[src/rtl/life_row_stepper.sv]
// life_row_stepper
//   Game of Life generation engine. Accepts one W x H frame row by row over a
//   valid/ready stream, buffers it, then streams out the next generation row
//   by row. The sequencer alternates between LOAD (accepting H rows) and EMIT
//   (producing H rows); frames never overlap.
//
//   Build option: define LIFE_WRAP_EN for a toroidal grid (top/bottom and
//   left/right edges are neighbours). Without it, cells outside the grid are
//   dead.
module life_row_stepper #(
    parameter int W  = 8,
    parameter int H  = 8,
    parameter int GW = 16
) (
    input  logic          clk,
    input  logic          _rst,
    input  logic          in_valid,
    output logic          in_ready,
    input  logic [W-1:0]  in_row,
    output logic          out_valid,
    input  logic          out_ready,
    output logic [W-1:0]  out_row,
    output logic          out_last,
    output logic [GW-1:0] gen_count
);

    localparam int            RW       = (H > 1) ? $clog2(H) : 1;
    localparam logic [RW-1:0] ROW_LAST = RW'(H - 1);

    typedef enum logic {
        ST_LOAD = 1'b0,
        ST_EMIT = 1'b1
    } state_e;

    state_e        state_q, state_d;
    logic [RW-1:0] row_q,   row_d;
    logic [GW-1:0] gen_q,   gen_d;
    logic [W-1:0]  frame_q [H];

    logic          in_fire;
    logic          out_fire;
    logic          row_is_last;

    logic [W-1:0]  row_up;
    logic [W-1:0]  row_mid;
    logic [W-1:0]  row_dn;
    logic [W+1:0]  ext_up;
    logic [W+1:0]  ext_mid;
    logic [W+1:0]  ext_dn;
    logic [W-1:0]  next_row;

    // Next state of one cell from its 3x3 neighbourhood (centre is mid[1]).
    function automatic logic cell_next(input logic [2:0] up,
                                       input logic [2:0] mid,
                                       input logic [2:0] dn);
        logic [3:0] n;
        n = 4'(up[0]) + 4'(up[1]) + 4'(up[2])
          + 4'(mid[0])            + 4'(mid[2])
          + 4'(dn[0]) + 4'(dn[1]) + 4'(dn[2]);
        return (n == 4'd3) || (mid[1] && (n == 4'd2));
    endfunction

    assign row_is_last = (row_q == ROW_LAST);
    assign in_fire     = (state_q == ST_LOAD) && in_valid;
    assign out_fire    = (state_q == ST_EMIT) && out_ready;

    // Sequencer next-state: count rows in, switch to EMIT, count rows out, back to LOAD.
    always_comb begin
        // NOTE: every _d signal gets a default first so no path leaves it unassigned (no latches).
        state_d = state_q;
        row_d   = row_q;
        gen_d   = gen_q;
        case (state_q)
            ST_LOAD: begin
                if (in_fire) begin
                    if (row_is_last) begin
                        row_d   = '0;
                        state_d = ST_EMIT;
                    end else begin
                        row_d = row_q + RW'(1);
                    end
                end
            end
            ST_EMIT: begin
                if (out_fire) begin
                    if (row_is_last) begin
                        row_d   = '0;
                        gen_d   = gen_q + GW'(1);
                        state_d = ST_LOAD;
                    end else begin
                        row_d = row_q + RW'(1);
                    end
                end
            end
            default: begin
                state_d = ST_LOAD;
            end
        endcase
    end

    // Sequencer registers: state, row counter and generation counter.
    always_ff @(posedge clk or negedge _rst) begin
        if (!_rst) begin
            state_q <= ST_LOAD;
            row_q   <= '0;
            gen_q   <= '0;
        end else begin
            // NOTE: sequential state uses non-blocking assignment so all registers update together.
            state_q <= state_d;
            row_q   <= row_d;
            gen_q   <= gen_d;
        end
    end

    // Frame buffer: one row written per accepted input beat, never touched in EMIT.
    always_ff @(posedge clk or negedge _rst) begin
        if (!_rst) begin
            // NOTE: the buffer is cleared on reset so a discarded partial frame can never leak into a later one.
            for (int i = 0; i < H; i++) begin
                frame_q[i] <= '0;
            end
        end else if (in_fire) begin
            frame_q[row_q] <= in_row;
        end
    end

    // Select the rows above, at and below the current output row.
    always_comb begin
        row_mid = frame_q[row_q];

        if (row_q == '0) begin
`ifdef LIFE_WRAP_EN
            row_up = frame_q[H-1];
`else
            row_up = '0;
`endif
        end else begin
            row_up = frame_q[row_q - RW'(1)];
        end

        if (row_is_last) begin
`ifdef LIFE_WRAP_EN
            row_dn = frame_q[0];
`else
            row_dn = '0;
`endif
        end else begin
            row_dn = frame_q[row_q + RW'(1)];
        end
    end

    // Pad each row with one column on either side; bit c+1 of ext_* is column c.
`ifdef LIFE_WRAP_EN
    assign ext_up  = {row_up[0],  row_up,  row_up[W-1]};
    assign ext_mid = {row_mid[0], row_mid, row_mid[W-1]};
    assign ext_dn  = {row_dn[0],  row_dn,  row_dn[W-1]};
`else
    assign ext_up  = {1'b0, row_up,  1'b0};
    assign ext_mid = {1'b0, row_mid, 1'b0};
    assign ext_dn  = {1'b0, row_dn,  1'b0};
`endif

    // Apply the cell rule across the whole row.
    always_comb begin
        next_row = '0;
        for (int c = 0; c < W; c++) begin
            next_row[c] = cell_next(ext_up[c +: 3], ext_mid[c +: 3], ext_dn[c +: 3]);
        end
    end

    // Outputs are decoded from registered state, so they hold while the consumer stalls.
    assign in_ready  = (state_q == ST_LOAD);
    assign out_valid = (state_q == ST_EMIT);
    assign out_row   = out_valid ? next_row : '0;
    assign out_last  = out_valid && row_is_last;
    assign gen_count = gen_q;

endmodule

[config.mk]
export PLATFORM = sky130hd
export DESIGN_NAME = life_row_stepper
export DESIGN_NICKNAME = d
export VERILOG_FILES = /design/src/rtl/life_row_stepper.sv
export SDC_FILE = /design/constraint.sdc
export NUM_CORES = 1
export LEC_CHECK = 0
export CAP_MARGIN = 20
export CORE_MARGIN = 3
export CORE_UTILIZATION = 54
export CTS_BUF_LIST = sky130_fd_sc_hd__clkbuf_8 sky130_fd_sc_hd__clkbuf_16
export DETAILED_ROUTE_END_ITERATION = 7
export PLACE_DENSITY_LB_ADDON = 0.15
export SKIP_CTS_REPAIR_TIMING = 1
export SLEW_MARGIN = 20
export SYNTH_ARGS = -nofsm -noshare
export SYNTH_HDL_FRONTEND = slang
export SYNTH_SLANG_ARGS = --single-unit
[constraint.sdc]
create_clock -name clk -period 8.8 [get_ports clk]
set_input_delay 1.76 -clock clk [delete_from_list [all_inputs] [get_ports clk]]
set_output_delay 1.76 -clock clk [all_outputs]
set_load 0.05 [all_outputs]
==> Yosys cells after proc, flatten, opt, wreduce, memory -nomap -nowiden <==
Cells that the tools add are included.
{ "totals": {"reg_bits": 84, "elab_cells": 137} }
{ "op_classes": {"add_sub_neg": 52, "reduce_logical": 23, "eq_ne": 19, "magnitude_cmp": 4, "mux": 24, "bitwise_logic": 4} }
{ "op_table": {"columns": ["cell", "count"], "rows": [
  ["$add 4x1->4", 28],
  ["$mux 8", 10],
  ["$bmux 8 s3", 3],
  ["$bwmux 64", 1],
  ["$eq 4x2->1 const B", 16],
  ["$add 3x1->4", 7],
  ["$demux 8 s3", 1],
  ["$add 2x1->3", 7],
  ["$add 16x1->16 const B", 1],
  ["$add 1x1->2", 7],
  ["$ge 4x4->1 const B", 3],
  ["$logic_and 1x1->1", 12],
  ["$not 3->4", 3],
  ["$mux 3", 3],
  ["$logic_or 1x1->1", 8],
  ["$pmux 3 s2", 1],
  ["$lt 4x1->1 const B", 1],
  ["$mux 1", 4],
  ["$ne 2x1->1 const B", 2],
  ["$add 3x1->3 const B", 1],
  ["$eq 3x3->1 const B", 1],
  ["$logic_not 3->1", 1],
  ["$reduce_and 3->1", 1],
  ["$sub 3x1->3 const B", 1],
  ["other kinds (3)", 3]
]} }

==> Depth between registers and ports, before layout <==
Gate-level depths: netlist (run 1).
{ "depth": {"depth_word": 17, "mapped_depth": 20} }

==> Worst setup path before layout (run 1) <==
No wires, ideal clock.
{ "synth_timing": {"path_type": "register to output", "from": "reg row_q[0]", "to": "out out_row[5]", "path_stages_with_launch": 17, "arrival_time_ns": 5.341, "slack_ns": 1.699, "n_path_buf": 4, "required_ns": 7.040, "path_cell_list": "dfrtp_1 > buf_6 > inv_2 > buf_4 > ha_1 > buf_2 > buf_1 > nand2_1 > a21o_1 > fa_1 > fa_1 > fa_1 > inv_1 > ha_1 > fa_1 > o21a_1 > a211oi_1"} }
{ "synth_via": {"elab_chain_cells": 17} }
{ "synth_rtl": {"columns": ["item", "line", "source"], "rows": [
  ["from (decl)", "36", "logic [RW-1:0] row_q, row_d;"],
  ["from (signal assigned)", "110", "row_q <= row_d;"],
  ["$sub 3x1->3", "138", "row_up = frame_q[row_q - RW'(1)];"],
  ["$not 3->4 (implied by the code)", "138", null],
  ["$bmux 8 s3", "138", null],
  ["$mux 8 (implied by the code) (2 in series)", "138", null],
  ["$mux 8", "131", "if (row_q == '0) begin"],
  ["$add 1x1->2", "57", "n = 4'(up[0]) + 4'(up[1]) + 4'(up[2])"],
  ["$add 2x1->3", "57", null],
  ["$add 3x1->4", "58", "+ 4'(mid[0]) + 4'(mid[2])"],
  ["$add 4x1->4", "58", null],
  ["$add 4x1->4 (3 in series)", "59", "+ 4'(dn[0]) + 4'(dn[1]) + 4'(dn[2]);"],
  ["$eq 4x2->1", "60", "return (n == 4'd3) || (mid[1] && (n == 4'd2));"],
  ["$logic_and 1x1->1", "60", null],
  ["$logic_or 1x1->1 *", "60", null],
  ["$mux 8 *", "174", "assign out_row = out_valid ? next_row : '0;"],
  ["to (decl)", "22", "output logic [W-1:0] out_row,"]
]} }
Every way passes the cells marked *; elsewhere a longest branch is shown, timed or not. The select of a mux whose other input is x is not followed.

==> Worst setup path in the final report (run 1) <==
{ "layout_timing": {"from": "reg row_q[1]", "to": "out out_row[1]"} }
Same word-level chain as after synthesis.

==> reports/qor.yml, run 1 <==
job:
  drv_cap: 0
detailed_routing:
  dr.pass1.iters: 5
  vias_per_cell: 6.16
  drtIter0Drc: 419
  wire_per_inst_um: 20.8
  drtAntennaViolNets: 0
  detail_route.drc_violations: 0
  vias: 4229
  routed_wl_mm: 14.3
layout:
  fin_cells: 686
  syn2layout_area_growth_pct: 11.5
  seq_area_mm2: 0.00210
  layout-drive-gt1-share_pct: 24.9
  nFillCells: 868
  antenna-diode-count: 0
  final_nets: 605
  multiInputGateArea_mm2: 0.00376
synthesis:
  yosys.area.top_type: "dfrtp_1"
  syn_nets: 577
  synth_area_per_cell_um2: 12.1
  synth_seq_area_share_pct: 33.9
  synth.area.top_cells: "dfrtp_1 34%, mux2_2 13%, mux4_2 11%, fa_1 9.0%, ha_1 4.8%"
  syn_area_mm2: 0.00620
  yosysUniqueCellTypes: 54
  yosysWarnings: 0
  ys_ff_latch: 84
  synthArstFlopShare_pct: 100
  syn-instance-count: 513
  synth_top_area_share_pct: 33.9
  synth_ff_type: "dfrtp_1"
  synth-edff-count: 0
  yosys-top-cells-count: "84 x dfrtp_1, 72 x mux2_2, 45 x inv_1"
  synth_most_common_cell: "dfrtp_1"
grt:
  grt_usage_pct: 24.0
  grtUsageMet3_pct: 3.85
  busiest_layer: "met2"
  grt_max_degree: 85
  met2_usage_pct: 36.3
  use_met1_pct: 35.5
  antenna_found_initial: 0
  grt_pass1_wl_mm: 24.0
  grt_overflow: 0
  first_global_vias: 4401
critical_path:
  arrival_ns: 6.25
  worst_setup_path_start_kind: "flop"
  end_kind: "primary output"
  worstPathMaxFanout: 26
  cp.required_ns: 7.04
  crit_type: "reg -> out"
floorplan:
  die_y_um: 113
  initial_core_util_pct: 56.2
  ios: 39
  dieArea_mm2: 0.0128
  dieWidth_um: 113
  coreArea_mm2: 0.0110
  std_cell_rows: 38
placement:
  dpl.cell_count: 670
  io_buffers: 38
  dp.final_hpwl_mm: 10.2
  gp_congestion: 0.874
cts:
  clk_pin_slew_ns: 0.06
  cts.path.max_buffers: 2
  root_buffer: "clkbuf_16"
  htreeDepth: 3
  clock_sinks: 84
  cts_tree: "built"
  clk_latency_ns: 0.34
  cts_buffers: 9
timing:
  slew_viol_final: 0
  min_period_ns: 8.01
  max-slew-margin-rel_pct: 27.4
  fin_crit_sh_pct: 91.0
  finClkSkew_ns: 0.00560
  setup_viol: 0
  max_freq_mhz: 125
  tightestPinTransition_ns: 1.09
  finalHoldViolCount: 0
  tns_ns: 0
  rsz0062_at_grt: "false"
status:
  status: "finished clean"
min_path:
  hold_class: "reg -> reg"
==> logic make-up (layout without fill, tap and decap cells) <==
group	count (synthesis)	after routing	synth area share (%)
AOI/OAI and AO/OA	52	52	5.76
xor gates and xnor gates	17	17	2.52
adders and majority gates	52	52	13.9
buffers and inverters	72	105	5.41
DFF	84	84	33.9
muxes	124	124	29.1
and+or+nand+nor	112	112	9.43
==> sequential cells by signal, indices dropped and copies added (netlist names) <==
register	flops
row_q	3
gen_count	16
frame_q	64
out_valid	1
==> per-layer routing <==
metal | up-vias | routed length [µm]
li1 | 1898 | -
met1 | 2130 | 6410
met2 | 172 | 6630
met3 | 29 | 889
met4 | 0 | 358
met5 | - | 0
==> path summary, 6_finish.rpt <==
kind,startpoint,endpoint,slack [ns],depth (start not counted)
worst max-delay path,row_q[1],out_row[1],0.79,18
worst min-delay path,gen_count[15],gen_count[15],0.48,1
worst max register to register,row_q[0],gen_count[12],5.62,8
worst min register to register,gen_count[15],gen_count[15],0.48,1
max in group asynchronous,_rst,row_q[0],6.78,1
min in group asynchronous,_rst,gen_count[1],1.47,1
==> stage by stage <==
step / hold slack [ns] / util (%) / area (µm²) / setup slack, ns
after global routing: 0.494 / 62.6 / 6910 / 0.392
final: 0.481 / 62.6 / 6910 / 0.789
after floorplan: 0.506 / - / 6200 / 1.70
after CTS: 0.483 / 62.6 / 6910 / 0.780
after detailed placement: 0.467 / 60.0 / 6620 / 1.15
after global placement: 0.464 / 60.0 / 6620 / 1.30
==> placed cells by master, fill, tap and decap left out, types with 14 or more instances in the layout <==
cell type,count
clkdlybuf4s50_1,37
dfrtp_1,83
fa_1,28
ha_1,24
inv_1,45
mux2_2,72
mux2i_1,16
mux4_2,31
nand2_1,33
nor2_1,14
==> worst max-delay path, cell delays in order, from the launching register on <==
cell,delay (ns)
dfrtp_1,0.33
buf_4,0.31
inv_2,0.14
ha_1,0.23
xor2_2,0.70
mux4_2,0.34
nand2_1,0.05
a21oi_1,0.35
inv_1,0.11
fa_1,0.49
inv_1,0.05
fa_1,0.53
inv_1,0.05
fa_1,0.43
fa_1,0.40
nor2_1,0.10
a31oi_1,0.10
a2111oi_2,0.33
clkdlybuf4s50_1,0.86
==> layout make-up <==
cell class / instances / area share (%)
Multi-Input combinational cell: 357 / 54.4
Tap cell: 140 / 2.53
Sequential cell: 84 / 30.4
Timing Repair Buffer: 42 / 5.96
Inverter: 47 / 2.55
Clock inverter: 6 / 0.670
Clock buffer: 10 / 3.46
Power of run 1 is left out: the tool's default activity adds up to more than one toggle a clock period on the data nets, which glitch-free logic cannot reach.
==> inputs of run 2 (changes only) <==
--- a/config.mk
+++ b/config.mk
@@ -7,12 +7,13 @@
 export LEC_CHECK = 0
 export CAP_MARGIN = 20
 export CORE_MARGIN = 3
-export CORE_UTILIZATION = 54
+export CORE_UTILIZATION = 45
 export CTS_BUF_LIST = sky130_fd_sc_hd__clkbuf_8 sky130_fd_sc_hd__clkbuf_16
 export DETAILED_ROUTE_END_ITERATION = 7
 export PLACE_DENSITY_LB_ADDON = 0.15
+export RECOVER_POWER = 50
 export SKIP_CTS_REPAIR_TIMING = 1
-export SLEW_MARGIN = 20
+export SLEW_MARGIN = 0
 export SYNTH_ARGS = -nofsm -noshare
 export SYNTH_HDL_FRONTEND = slang
 export SYNTH_SLANG_ARGS = --single-unit
==> reports/qor.yml, run 2 (synthesis gave the netlist of run 1 again) <==
cts:
  root_buffer: "clkbuf_16"  # unchanged
  clk_latency_ns: 0.34  # about the same
  cts_tree: "built"  # unchanged
  cts_buffers: 9  # unchanged
  cts.path.max_buffers: 2  # unchanged
  htreeDepth: 3  # unchanged
  clock_sinks: 84  # unchanged
  clk_pin_slew_ns: 0.06  # about the same
layout:
  syn2layout_area_growth_pct: 13.0  # was 11.5%
  layout_common_cells: "83 x dfrtp_1, 72 x mux2_2, 45 x inv_1"  # unchanged
  antenna-diode-count: 0  # unchanged
  largest_register_ffs: 64  # unchanged
  final_nets: 606  # was 605
  finalInstanceArea_mm2: 0.00700  # was 0.00691 mm²
  largest-register: "frame_q"  # unchanged
  layout-drive-gt1-share_pct: 24.7  # was 24.9%
  final_common_cell: "dfrtp_1"  # unchanged
timing:
  max_freq_mhz: 125  # about the same
  setup_viol: 0  # unchanged
  tightestPinTransition_ns: 3.90  # was 1.09 ns
  slew_viol_final: 75  # was 0
  max-slew-margin-rel_pct: -160  # was 27.4%
  finalHoldViolCount: 0  # unchanged
  whs_ns: 0.475  # was 0.481 ns
  tns_ns: 0  # unchanged
  min_period_ns: 8.02  # was 8.01 ns
  rsz0062_at_grt: "false"  # unchanged
  fin_crit_sh_pct: 91.2  # was 91.0%
  finClkSkew_ns: 0.00560  # about the same
grt:
  grt_max_degree: 75  # was 85
  grt_pass1_wl_mm: 23.3  # was 24.0 mm
  grt_usage_pct: 20.2  # was 24.0%
  antenna_found_initial: 0  # unchanged
  first_global_vias: 4228  # was 4401
  grt_overflow: 0  # unchanged
status:
  violations: "capacitance limit, slew limit"
  status: "finished with violations"  # was finished clean
placement:
  io_buffers: 38  # unchanged
  placed_cell_area_mm2: 0.00667  # was 0.00662 mm²
  dp.final_hpwl_mm: 10.2  # about the same
  gp_congestion: 0.844  # was 0.874
floorplan:
  std_cell_rows: 42  # was 38
  dieWidth_um: 123  # was 113 µm
  initial_core_util_pct: 46.4  # was 56.2%
  die_y_um: 123  # was 113 µm
  coreArea_mm2: 0.0133  # was 0.0110 mm²
  dieArea_mm2: 0.0152  # was 0.0128 mm²
  ios: 39  # unchanged
critical_path:
  arrival_ns: 6.26  # was 6.25 ns
  cp.required_ns: 7.04  # about the same
  crit_type: "reg -> out"  # unchanged
  worstPathMaxFanout: 26  # unchanged
  timing.rr.start: "row_q[0]"  # unchanged
  end_kind: "primary output"  # unchanged
  worst_setup_path_start_kind: "flop"  # unchanged
  critPathLaunch: "row_q[1]"  # unchanged
detailed_routing:
  vias: 4188  # was 4229
  detail_route.drc_violations: 0  # unchanged
  vias_per_cell: 5.79  # was 6.16
  dr.pass1.iters: 5  # unchanged
  wire_per_inst_um: 19.5  # was 20.8 µm
  drtAntennaViolNets: 0  # unchanged
  drtIter0Drc: 344  # was 419
  routed_wl_mm: 14.1  # was 14.3 mm
min_path:
  holdCritStartpoint: "gen_count[15]"  # unchanged
  hold_class: "reg -> reg"  # unchanged
job:
  drv_cap: 1  # was 0
[run 2: final cells by class]
type	count	area, µm²
Clock buffer	10	239
Sequential cell	84	2100
Multi-Input combinational cell	357	3760
Clock inverter	6	95.1
Fill cell	1160	6350
Tap cell	176	220
Timing Repair Buffer	43	408
Inverter	47	176
[run 2: path summary, 6_finish.rpt]
check	endpoint	slack, ns	depth (start not counted)
max	out_row[1]	0.78	18
min	gen_count[15]	0.47	1
max reg2reg	gen_count[13]	5.64	8
min reg2reg	gen_count[15]	0.47	1
max in group asynchronous	row_q[0]	3.07	2
min in group asynchronous	gen_count[1]	1.37	1
[run 2: metal layers]
metal	track usage, %	vias up	routed length, µm
met5	0	-	0
met2	31.0	132	6550
met3	2.42	22	658
met4	7.75	0	347
met1	29.4	2138	6560
li1	-	1896	-
[run 2: metrics by stage]
step	instances	utilization, %	setup WS, ns
floorplan	513	-	1.70
global placement	707	50.0	1.24
detailed placement	707	50.0	1.10
CTS	723	52.5	0.723
global route	723	52.4	0.398
finish	723	52.4	0.775
[run 2: critical path, stage by stage, from the launching register on]
cell and delay [ns]:
dfrtp_1 0.33, buf_4 0.32, inv_2 0.15, ha_1 0.24, xor2_2 0.70, mux4_2 0.35, nand2_1 0.06, a21oi_1 0.35
inv_1 0.11, fa_1 0.49, inv_1 0.05, fa_1 0.52, inv_1 0.05, fa_1 0.42, fa_1 0.39, nor2_1 0.10
a31oi_1 0.10, a2111oi_2 0.32, clkdlybuf4s50_1 0.85
Power of run 2 is left out for the same reason.
